`config.mk`:
```
export PLATFORM = sky130hd
export DESIGN_NAME = rkv_i2c_master_byte_engine
export DESIGN_NICKNAME = d
export VERILOG_FILES = /design/src/rtl/rkv_i2c_master_byte_engine.sv
export SDC_FILE = /design/constraint.sdc
export NUM_CORES = 1
export LEC_CHECK = 0
export CAP_MARGIN = 10
export CORE_MARGIN = 3
export CORE_UTILIZATION = 40
export DETAILED_ROUTE_END_ITERATION = 16
export GPL_TIMING_DRIVEN = 0
export HOLD_SLACK_MARGIN = 0.03
export PLACE_DENSITY = 0.7
export SYNTH_ARGS = -nofsm -noshare
export SYNTH_HDL_FRONTEND = slang
export SYNTH_SLANG_ARGS = --single-unit
```
`constraint.sdc`:
```
create_clock -name pclk -period 5.2 [get_ports pclk]
set_clock_uncertainty 0.1 [all_clocks]
set_input_delay 1.04 -clock pclk [delete_from_list [all_inputs] [get_ports pclk]]
set_output_delay 1.04 -clock pclk [all_outputs]
set_load 0.05 [all_outputs]
```
`src/rtl/rkv_i2c_master_byte_engine.sv`:
```
// ---------------------------------------------------------------------------
// rkv_i2c_master_byte_engine
//
// Byte-level I2C master bus engine. Each accepted command moves one byte on
// the bus: an optional START or repeated START, 8 data bits MSB first, the ACK
// bit, then either a STOP or a HOLD with SCL parked low until the next command.
// Each phase (START, every bit, STOP) is four quarters Q0..Q3. A quarter lasts
// max(scl_div,4)+1 pclk cycles. The engine supports slave clock stretching and
// detects loss of multi-master arbitration.
//
// Ports
//   pclk, presetn        clock, asynchronous active-low reset
//   cmd_valid/cmd_ready  command handshake (ready only in IDLE or HOLD)
//   cmd_start/cmd_stop   (repeated) START before the byte / STOP after the ACK
//   cmd_read, cmd_nack   read byte; ACK-bit value driven on a read (1 = NACK)
//   cmd_wdata            byte to write
//   scl_div              quarter-period divider, captured when a command is accepted
//   rsp_valid            one-cycle pulse when a byte is finished or arbitration is lost
//   rsp_rdata/nack/arb   response fields, held until the next rsp_valid
//   busy                 engine not idle
//   scl_oe, sda_oe       open-drain pull-down enables (1 = drive low)
//   scl_i, sda_i         synchronised pad levels
// ---------------------------------------------------------------------------
module rkv_i2c_master_byte_engine #(
  parameter int DIV_W = 16
) (
  input  logic             pclk,
  input  logic             presetn,
  input  logic             cmd_valid,
  output logic             cmd_ready,
  input  logic             cmd_start,
  input  logic             cmd_stop,
  input  logic             cmd_read,
  input  logic             cmd_nack,
  input  logic [7:0]       cmd_wdata,
  input  logic [DIV_W-1:0] scl_div,
  output logic             rsp_valid,
  output logic [7:0]       rsp_rdata,
  output logic             rsp_nack,
  output logic             rsp_arb,
  output logic             busy,
  output logic             scl_oe,
  output logic             sda_oe,
  input  logic             scl_i,
  input  logic             sda_i
);

  typedef enum logic [2:0] {S_IDLE, S_START, S_BIT, S_STOP, S_HOLD} state_t;

  localparam logic [DIV_W-1:0] QMAX_MIN = DIV_W'(4);

  state_t           state_reg, state_next;
  logic [1:0]       quarter_reg, quarter_next;
  logic [DIV_W-1:0] qcnt_reg, qcnt_next;
  logic [DIV_W-1:0] qmax_reg, qmax_next;
  logic [3:0]       bit_cnt_reg, bit_cnt_next;
  logic [7:0]       shift_reg, shift_next;
  logic             read_reg, read_next;
  logic             nack_reg, nack_next;
  logic             stop_reg, stop_next;
  logic             from_hold_reg, from_hold_next;
  logic             ack_reg, ack_next;
  logic             ready_reg, ready_next;
  logic             rsp_valid_reg, rsp_valid_next;
  logic [7:0]       rsp_rdata_reg, rsp_rdata_next;
  logic             rsp_nack_reg, rsp_nack_next;
  logic             rsp_arb_reg, rsp_arb_next;

  logic             accept;
  logic             stretch;
  logic             q_last;
  logic             phase_end;
  logic             first_q2;
  logic             arb;
  logic             bit_drive;
  logic [DIV_W-1:0] qmax_new;

  // The quarter counter loads Q-1 and counts down to zero.
  assign qmax_new  = (scl_div < QMAX_MIN) ? QMAX_MIN : scl_div;
  assign accept    = cmd_valid && ready_reg;
  // A slave holding SCL low during Q1 freezes the counter.
  assign stretch   = (quarter_reg == 2'd1) && !scl_i;
  assign q_last    = (qcnt_reg == '0);
  assign phase_end = !stretch && q_last && (quarter_reg == 2'd3);
  // Q2 never stalls, so a full counter in Q2 marks its first cycle.
  assign first_q2  = (quarter_reg == 2'd2) && (qcnt_reg == qmax_reg);

  // SDA drive during a bit phase. Data bits drive the write byte, or release
  // the line for a read. The ACK bit drives ACK or NACK on a read and
  // releases the line on a write.
  assign bit_drive = bit_cnt_reg[3] ? (read_reg && !nack_reg)
                                    : (!read_reg && !shift_reg[7]);

  always_ff @(posedge pclk or negedge presetn) begin
    if (!presetn) begin
      state_reg     <= S_IDLE;
      quarter_reg   <= 2'd0;
      qcnt_reg      <= '0;
      qmax_reg      <= '0;
      bit_cnt_reg   <= 4'd0;
      shift_reg     <= 8'd0;
      read_reg      <= 1'b0;
      nack_reg      <= 1'b0;
      stop_reg      <= 1'b0;
      from_hold_reg <= 1'b0;
      ack_reg       <= 1'b0;
      ready_reg     <= 1'b0;
      rsp_valid_reg <= 1'b0;
      rsp_rdata_reg <= 8'd0;
      rsp_nack_reg  <= 1'b0;
      rsp_arb_reg   <= 1'b0;
    end else begin
      state_reg     <= state_next;
      quarter_reg   <= quarter_next;
      qcnt_reg      <= qcnt_next;
      qmax_reg      <= qmax_next;
      bit_cnt_reg   <= bit_cnt_next;
      shift_reg     <= shift_next;
      read_reg      <= read_next;
      nack_reg      <= nack_next;
      stop_reg      <= stop_next;
      from_hold_reg <= from_hold_next;
      ack_reg       <= ack_next;
      ready_reg     <= ready_next;
      rsp_valid_reg <= rsp_valid_next;
      rsp_rdata_reg <= rsp_rdata_next;
      rsp_nack_reg  <= rsp_nack_next;
      rsp_arb_reg   <= rsp_arb_next;
    end
  end

  always_comb begin
    state_next     = state_reg;
    quarter_next   = quarter_reg;
    qcnt_next      = qcnt_reg;
    qmax_next      = qmax_reg;
    bit_cnt_next   = bit_cnt_reg;
    shift_next     = shift_reg;
    read_next      = read_reg;
    nack_next      = nack_reg;
    stop_next      = stop_reg;
    from_hold_next = from_hold_reg;
    ack_next       = ack_reg;
    rsp_valid_next = 1'b0;
    rsp_rdata_next = rsp_rdata_reg;
    rsp_nack_next  = rsp_nack_reg;
    rsp_arb_next   = rsp_arb_reg;
    arb            = 1'b0;

    // Quarter sequencing shared by all timed phases.
    if (state_reg == S_START || state_reg == S_BIT || state_reg == S_STOP) begin
      if (!stretch) begin
        if (q_last) begin
          quarter_next = quarter_reg + 2'd1;
          qcnt_next    = qmax_reg;
        end else begin
          qcnt_next = qcnt_reg - DIV_W'(1);
        end
      end
    end

    // Load a new command. The divider is captured here and used for the whole byte.
    if (accept) begin
      qmax_next    = qmax_new;
      qcnt_next    = qmax_new;
      quarter_next = 2'd0;
      bit_cnt_next = 4'd0;
      shift_next   = cmd_read ? 8'd0 : cmd_wdata;
      read_next    = cmd_read;
      nack_next    = cmd_nack;
      stop_next    = cmd_stop;
    end

    case (state_reg)
      S_IDLE: begin
        if (accept) begin
          state_next     = S_START;
          from_hold_next = 1'b0;
        end
      end
      S_HOLD: begin
        if (accept) begin
          state_next     = cmd_start ? S_START : S_BIT;
          from_hold_next = 1'b1;
        end
      end
      S_START: begin
        // Another master already holds SDA low when we release SCL.
        arb = (quarter_reg == 2'd1) && !sda_i;
        if (phase_end) begin
          state_next   = S_BIT;
          bit_cnt_next = 4'd0;
        end
      end
      S_BIT: begin
        arb = (quarter_reg == 2'd2) && !bit_cnt_reg[3] && !read_reg &&
              shift_reg[7] && !sda_i;
        if (first_q2) begin
          if (bit_cnt_reg[3]) begin
            ack_next = sda_i;
          end else if (read_reg) begin
            shift_next = {shift_reg[6:0], sda_i};
          end
        end
        if (phase_end) begin
          if (bit_cnt_reg[3]) begin
            rsp_valid_next = 1'b1;
            rsp_rdata_next = shift_reg;
            rsp_nack_next  = read_reg ? nack_reg : ack_next;
            rsp_arb_next   = 1'b0;
            state_next     = stop_reg ? S_STOP : S_HOLD;
          end else begin
            bit_cnt_next = bit_cnt_reg + 4'd1;
            if (!read_reg) begin
              shift_next = {shift_reg[6:0], 1'b0};
            end
          end
        end
      end
      S_STOP: begin
        // SDA has been released here, so a low line means another master won.
        arb = quarter_reg[1] && !sda_i;
        if (phase_end) begin
          state_next = S_IDLE;
        end
      end
      default: state_next = S_IDLE;
    endcase

    if (arb) begin
      state_next     = S_IDLE;
      rsp_valid_next = 1'b1;
      rsp_arb_next   = 1'b1;
      rsp_nack_next  = 1'b0;
      rsp_rdata_next = shift_reg;
    end

    ready_next = (state_next == S_IDLE) || (state_next == S_HOLD);
  end

  // Pad drive decoded from the registered state, so a reset releases the lines at once.
  always_comb begin
    scl_oe = 1'b0;
    sda_oe = 1'b0;
    case (state_reg)
      S_START: begin
        // After a HOLD, SCL stays low through Q0 of a repeated START.
        scl_oe = (quarter_reg == 2'd0) ? from_hold_reg : (quarter_reg == 2'd3);
        sda_oe = quarter_reg[1];
      end
      S_BIT: begin
        scl_oe = (quarter_reg == 2'd0) || (quarter_reg == 2'd3);
        sda_oe = bit_drive;
      end
      S_STOP: begin
        scl_oe = (quarter_reg == 2'd0);
        sda_oe = !quarter_reg[1];
      end
      S_HOLD: scl_oe = 1'b1;
      default: begin
        scl_oe = 1'b0;
        sda_oe = 1'b0;
      end
    endcase
  end

  assign cmd_ready = ready_reg;
  assign busy      = (state_reg != S_IDLE);
  assign rsp_valid = rsp_valid_reg;
  assign rsp_rdata = rsp_rdata_reg;
  assign rsp_nack  = rsp_nack_reg;
  assign rsp_arb   = rsp_arb_reg;

endmodule
```
==> summary.md <==
| Metric | Value |
|---|---|
| Area Growth Syn to Fin | `19.4%` |
| Cells after synthesis | `490` |
| Setup violators final | `0` |
| Yosys warning count | `0` |
| Async set-or-reset flop fraction in the synthesized netlist | `1.00` |
| CP Data Arrival Time | `2540 ps` |
| Final ANT Viol Nets | `0` |
| Critical-path cell list | `clkbuf_1, nor2b_1, nand2_1, o31ai_1, a22oi_1, nor2_1, clkdlybuf4s50_1` |
| Crit path launch type | `flip-flop` |
| Vias | `4094` |
| GRT Util Overall | `0.217` |
| Post-synthesis average cell area | `8.68 sq um` |
| # diodes | `0` |
| Reg power frac | `0.391` |
| Post-Layout Inst Area | `0.00508 sq mm` |
| Syn nets | `530` |
| Flops & latches, synth | `66` |
| Hpwl dp | `9070 um` |
| DRT Pass-1 Iters | `5` |
| First-pass GRT wire length | `20100 um` |
| Worst hold path type | `reg2reg` |
| Final non-filler cell total | `689` |
| Placed insts | `673` |
| Crit path kind | `reg2out` |
| CTS-repair resized insts | `0` |
| Max-cap violation count | `0` |
| I/O Buffers | `47` |
| Max IR drop VDD | `0.183 mV` |
| Fill count | `989` |
| Most frequent cells in the layout | `66 x dfrtp_1, 52 x nand2_1, 46 x clkdlybuf4s50_1` |
| Pwr per Cell Area | `439 mW/mm^2` |
| Min setup slack post-route | `1520 ps` |
| DR vias/cell | `5.94` |
| Crit. End Element | `output pin` |
| Die extent in x | `109 um` |
| CP max stage delay | `810 ps` |
| Maximum root-to-sink buffer count | `2` |
| Congestion Overflow GR | `0` |
| GPL Wtd Cong | `0.919` |
| Clock power frac | `0.183` |
| Clock Latency Late Sink | `370 ps` |
| WL final | `12400 um` |
| Post-synthesis sequential area ratio | `0.388` |
| Combinational power share | `0.425` |
| Yosys cell types | `58` |
| Pwr Total | `0.00223 W` |
| Post-CTS setup buffer count | `0` |
| Status | `complete, no violations` |
| Starting Density | `0.412` |
| Crit path max-delay cell type | `clkdlybuf4s50_1` |
| Num ports | `48` |
| Worst endpoint required time | `4060 ps` |
| Final TNS setup | `0 ps` |
| Die height | `109 um` |
| Vias in the first global route | `3931` |
| CP Max Fanout | `10` |
| CTS tree | `yes` |
| # hold bufs at CTS | `0` |
| Commonest non-fill, non-tap cell in the layout | `dfrtp_1` |
| Minimum clock period | `3680 ps` |
| Ys flop type | `dfrtp_1` |
| Core Region | `0.0103 sq mm` |
| Clock Root Buffer | `clkbuf_8` |
| Total CTS buffers | `9` |
| Routed len/inst | `18.0 um` |
| Internal power | `0.00127 W` |
| Initial DRC Count | `256` |
| Post-Syn Area | `0.00425 sq mm` |
| Nets | `589` |
| Layout cells sized above 1 | `0.0669` |
| Initial antenna violation count | `0` |
| Endpoints failing hold | `0` |
| DRC | `0` |
| Site Rows | `37` |
| Die Area | `0.0119 sq mm` |
| Clk sink count | `66` |
| Clock input transition at the sequential cells of the worst setup and hold paths | `80 ps` |
| EDFF count, synth | `0` |
| Dpl ws | `1750 ps` |
| Maximum clock frequency | `0.272 GHz` |
| Largest net degree at the start of global routing | `67` |
| Sw Share | `0.431` |
| RSZ-0062 raised after global routing | `false` |
| Worst-margin pin slew | `1180 ps` |
| H-tree depth | `3` |
| Net switching power figure | `0.000958 W` |
| Slew HR | `0.205` |
| Pins Over Slew Limit | `0` |
| Leakage | `2.09 nW` |
| Period utilization | `0.707` |
| Placed Area | `0.00489 sq mm` |
## worst max-delay path: cells and delay by family, from the launching register on
| family | cells | cell delay, ps |
|---|---|---|
| flip-flops | 1 | 380 |
| AND/OR/NAND/NOR | 3 | 400 |
| buffers and inverters | 2 | 1170 |
| AO/OA/AOI/OAI | 2 | 220 |
## routing by layer
layer | up-vias | global-route usage | part of all wire
li1 | 1930 | - | -
met4 | 0 | 0.0703 | 0.024
met1 | 1934 | 0.288 | 0.43
met2 | 201 | 0.351 | 0.47
met3 | 29 | 0.0491 | 0.076
met5 | - | 0 | 0
## power groups by stage
stage | clock network (W) | registers, W | logic (W)
after floorplan | 0 | 0.000843 | 0.000676
after global placement | 0 | 0.000862 | 0.000910
after global routing | 0.000436 | 0.000893 | 0.00105
final | 0.000408 | 0.000871 | 0.000947
after CTS | 0.000411 | 0.000865 | 0.000937
after detailed placement | 0 | 0.000874 | 0.000930
## metrics by stage
| stage | utilization | hold slack [ps] |
|---|---|---|
| finish | 0.492 | 399 |
| global route | 0.492 | 424 |
| floorplan | - | 368 |
| CTS | 0.491 | 409 |
| global placement | 0.474 | 384 |
| detailed placement | 0.474 | 391 |
## kinds of logic after synthesis
group / synth area share
DFF: 0.388
buffers and inverters: 0.0518
xor gates and xnor gates: 0.0515
muxes: 0.0533
adders and majority gates: 0.0206
and+or+nand+nor: 0.248
AOI/OAI and AO/OA: 0.186
## synthesized netlist by cell type (all sizes together), types with 5 or more instances
| cell type | number | area (sq um) |
|---|---|---|
| nor3 | 31 | 155 |
| nand2 | 52 | 195 |
| xnor2 | 7 | 61.3 |
| a211oi | 8 | 60.1 |
| nand2b | 8 | 50.1 |
| nand4b | 6 | 52.6 |
| ha | 7 | 87.6 |
| o21ai | 30 | 150 |
| mux2i | 5 | 50.1 |
| buf | 7 | 43.8 |
| a31oi | 7 | 43.8 |
| o211ai | 9 | 67.6 |
| nand4 | 8 | 50.1 |
| xor2 | 18 | 158 |
| a21oi | 18 | 90.1 |
| clkbuf | 28 | 105 |
| nor2b | 5 | 31.3 |
| o31ai | 7 | 52.6 |
| nand3 | 24 | 120 |
| and3 | 7 | 43.8 |
| nor4 | 13 | 81.3 |
| dfrtp | 66 | 1650 |
| inv | 19 | 71.3 |
| mux2 | 13 | 176 |
| a22oi | 5 | 37.5 |
| or3 | 5 | 31.3 |
| o221ai | 6 | 52.6 |
| nor2 | 25 | 93.8 |
| a311o | 6 | 60.1 |
## final timing paths
check	from	endpoint	slack, ps	cells past startpoint
max reg2reg	qcnt_reg[2]	quarter_reg[1]	2160	7
min reg2reg	rsp_arb	rsp_arb	400	2
max	read_reg	sda_oe	1520	7
min in group asynchronous	presetn	state_reg[2]	670	1
max in group asynchronous	presetn	qcnt_reg[11]	3730	1
min	rsp_arb	rsp_arb	400	2
## layout make-up
class / instances / area (sq um) / share of cell area
Multi-Input combinational cell: 370 / 2380 / 0.469
Sequential cell: 66 / 1650 / 0.325
Timing Repair Buffer: 48 / 475 / 0.0937
Tap cell: 136 / 170 / 0.0335
Clock buffer: 11 / 151 / 0.0298
Buffer: 35 / 149 / 0.0293
Inverter: 19 / 71.3 / 0.0140
Clock inverter: 4 / 27.5 / 0.00542
Power figures use the tool's default switching activity.
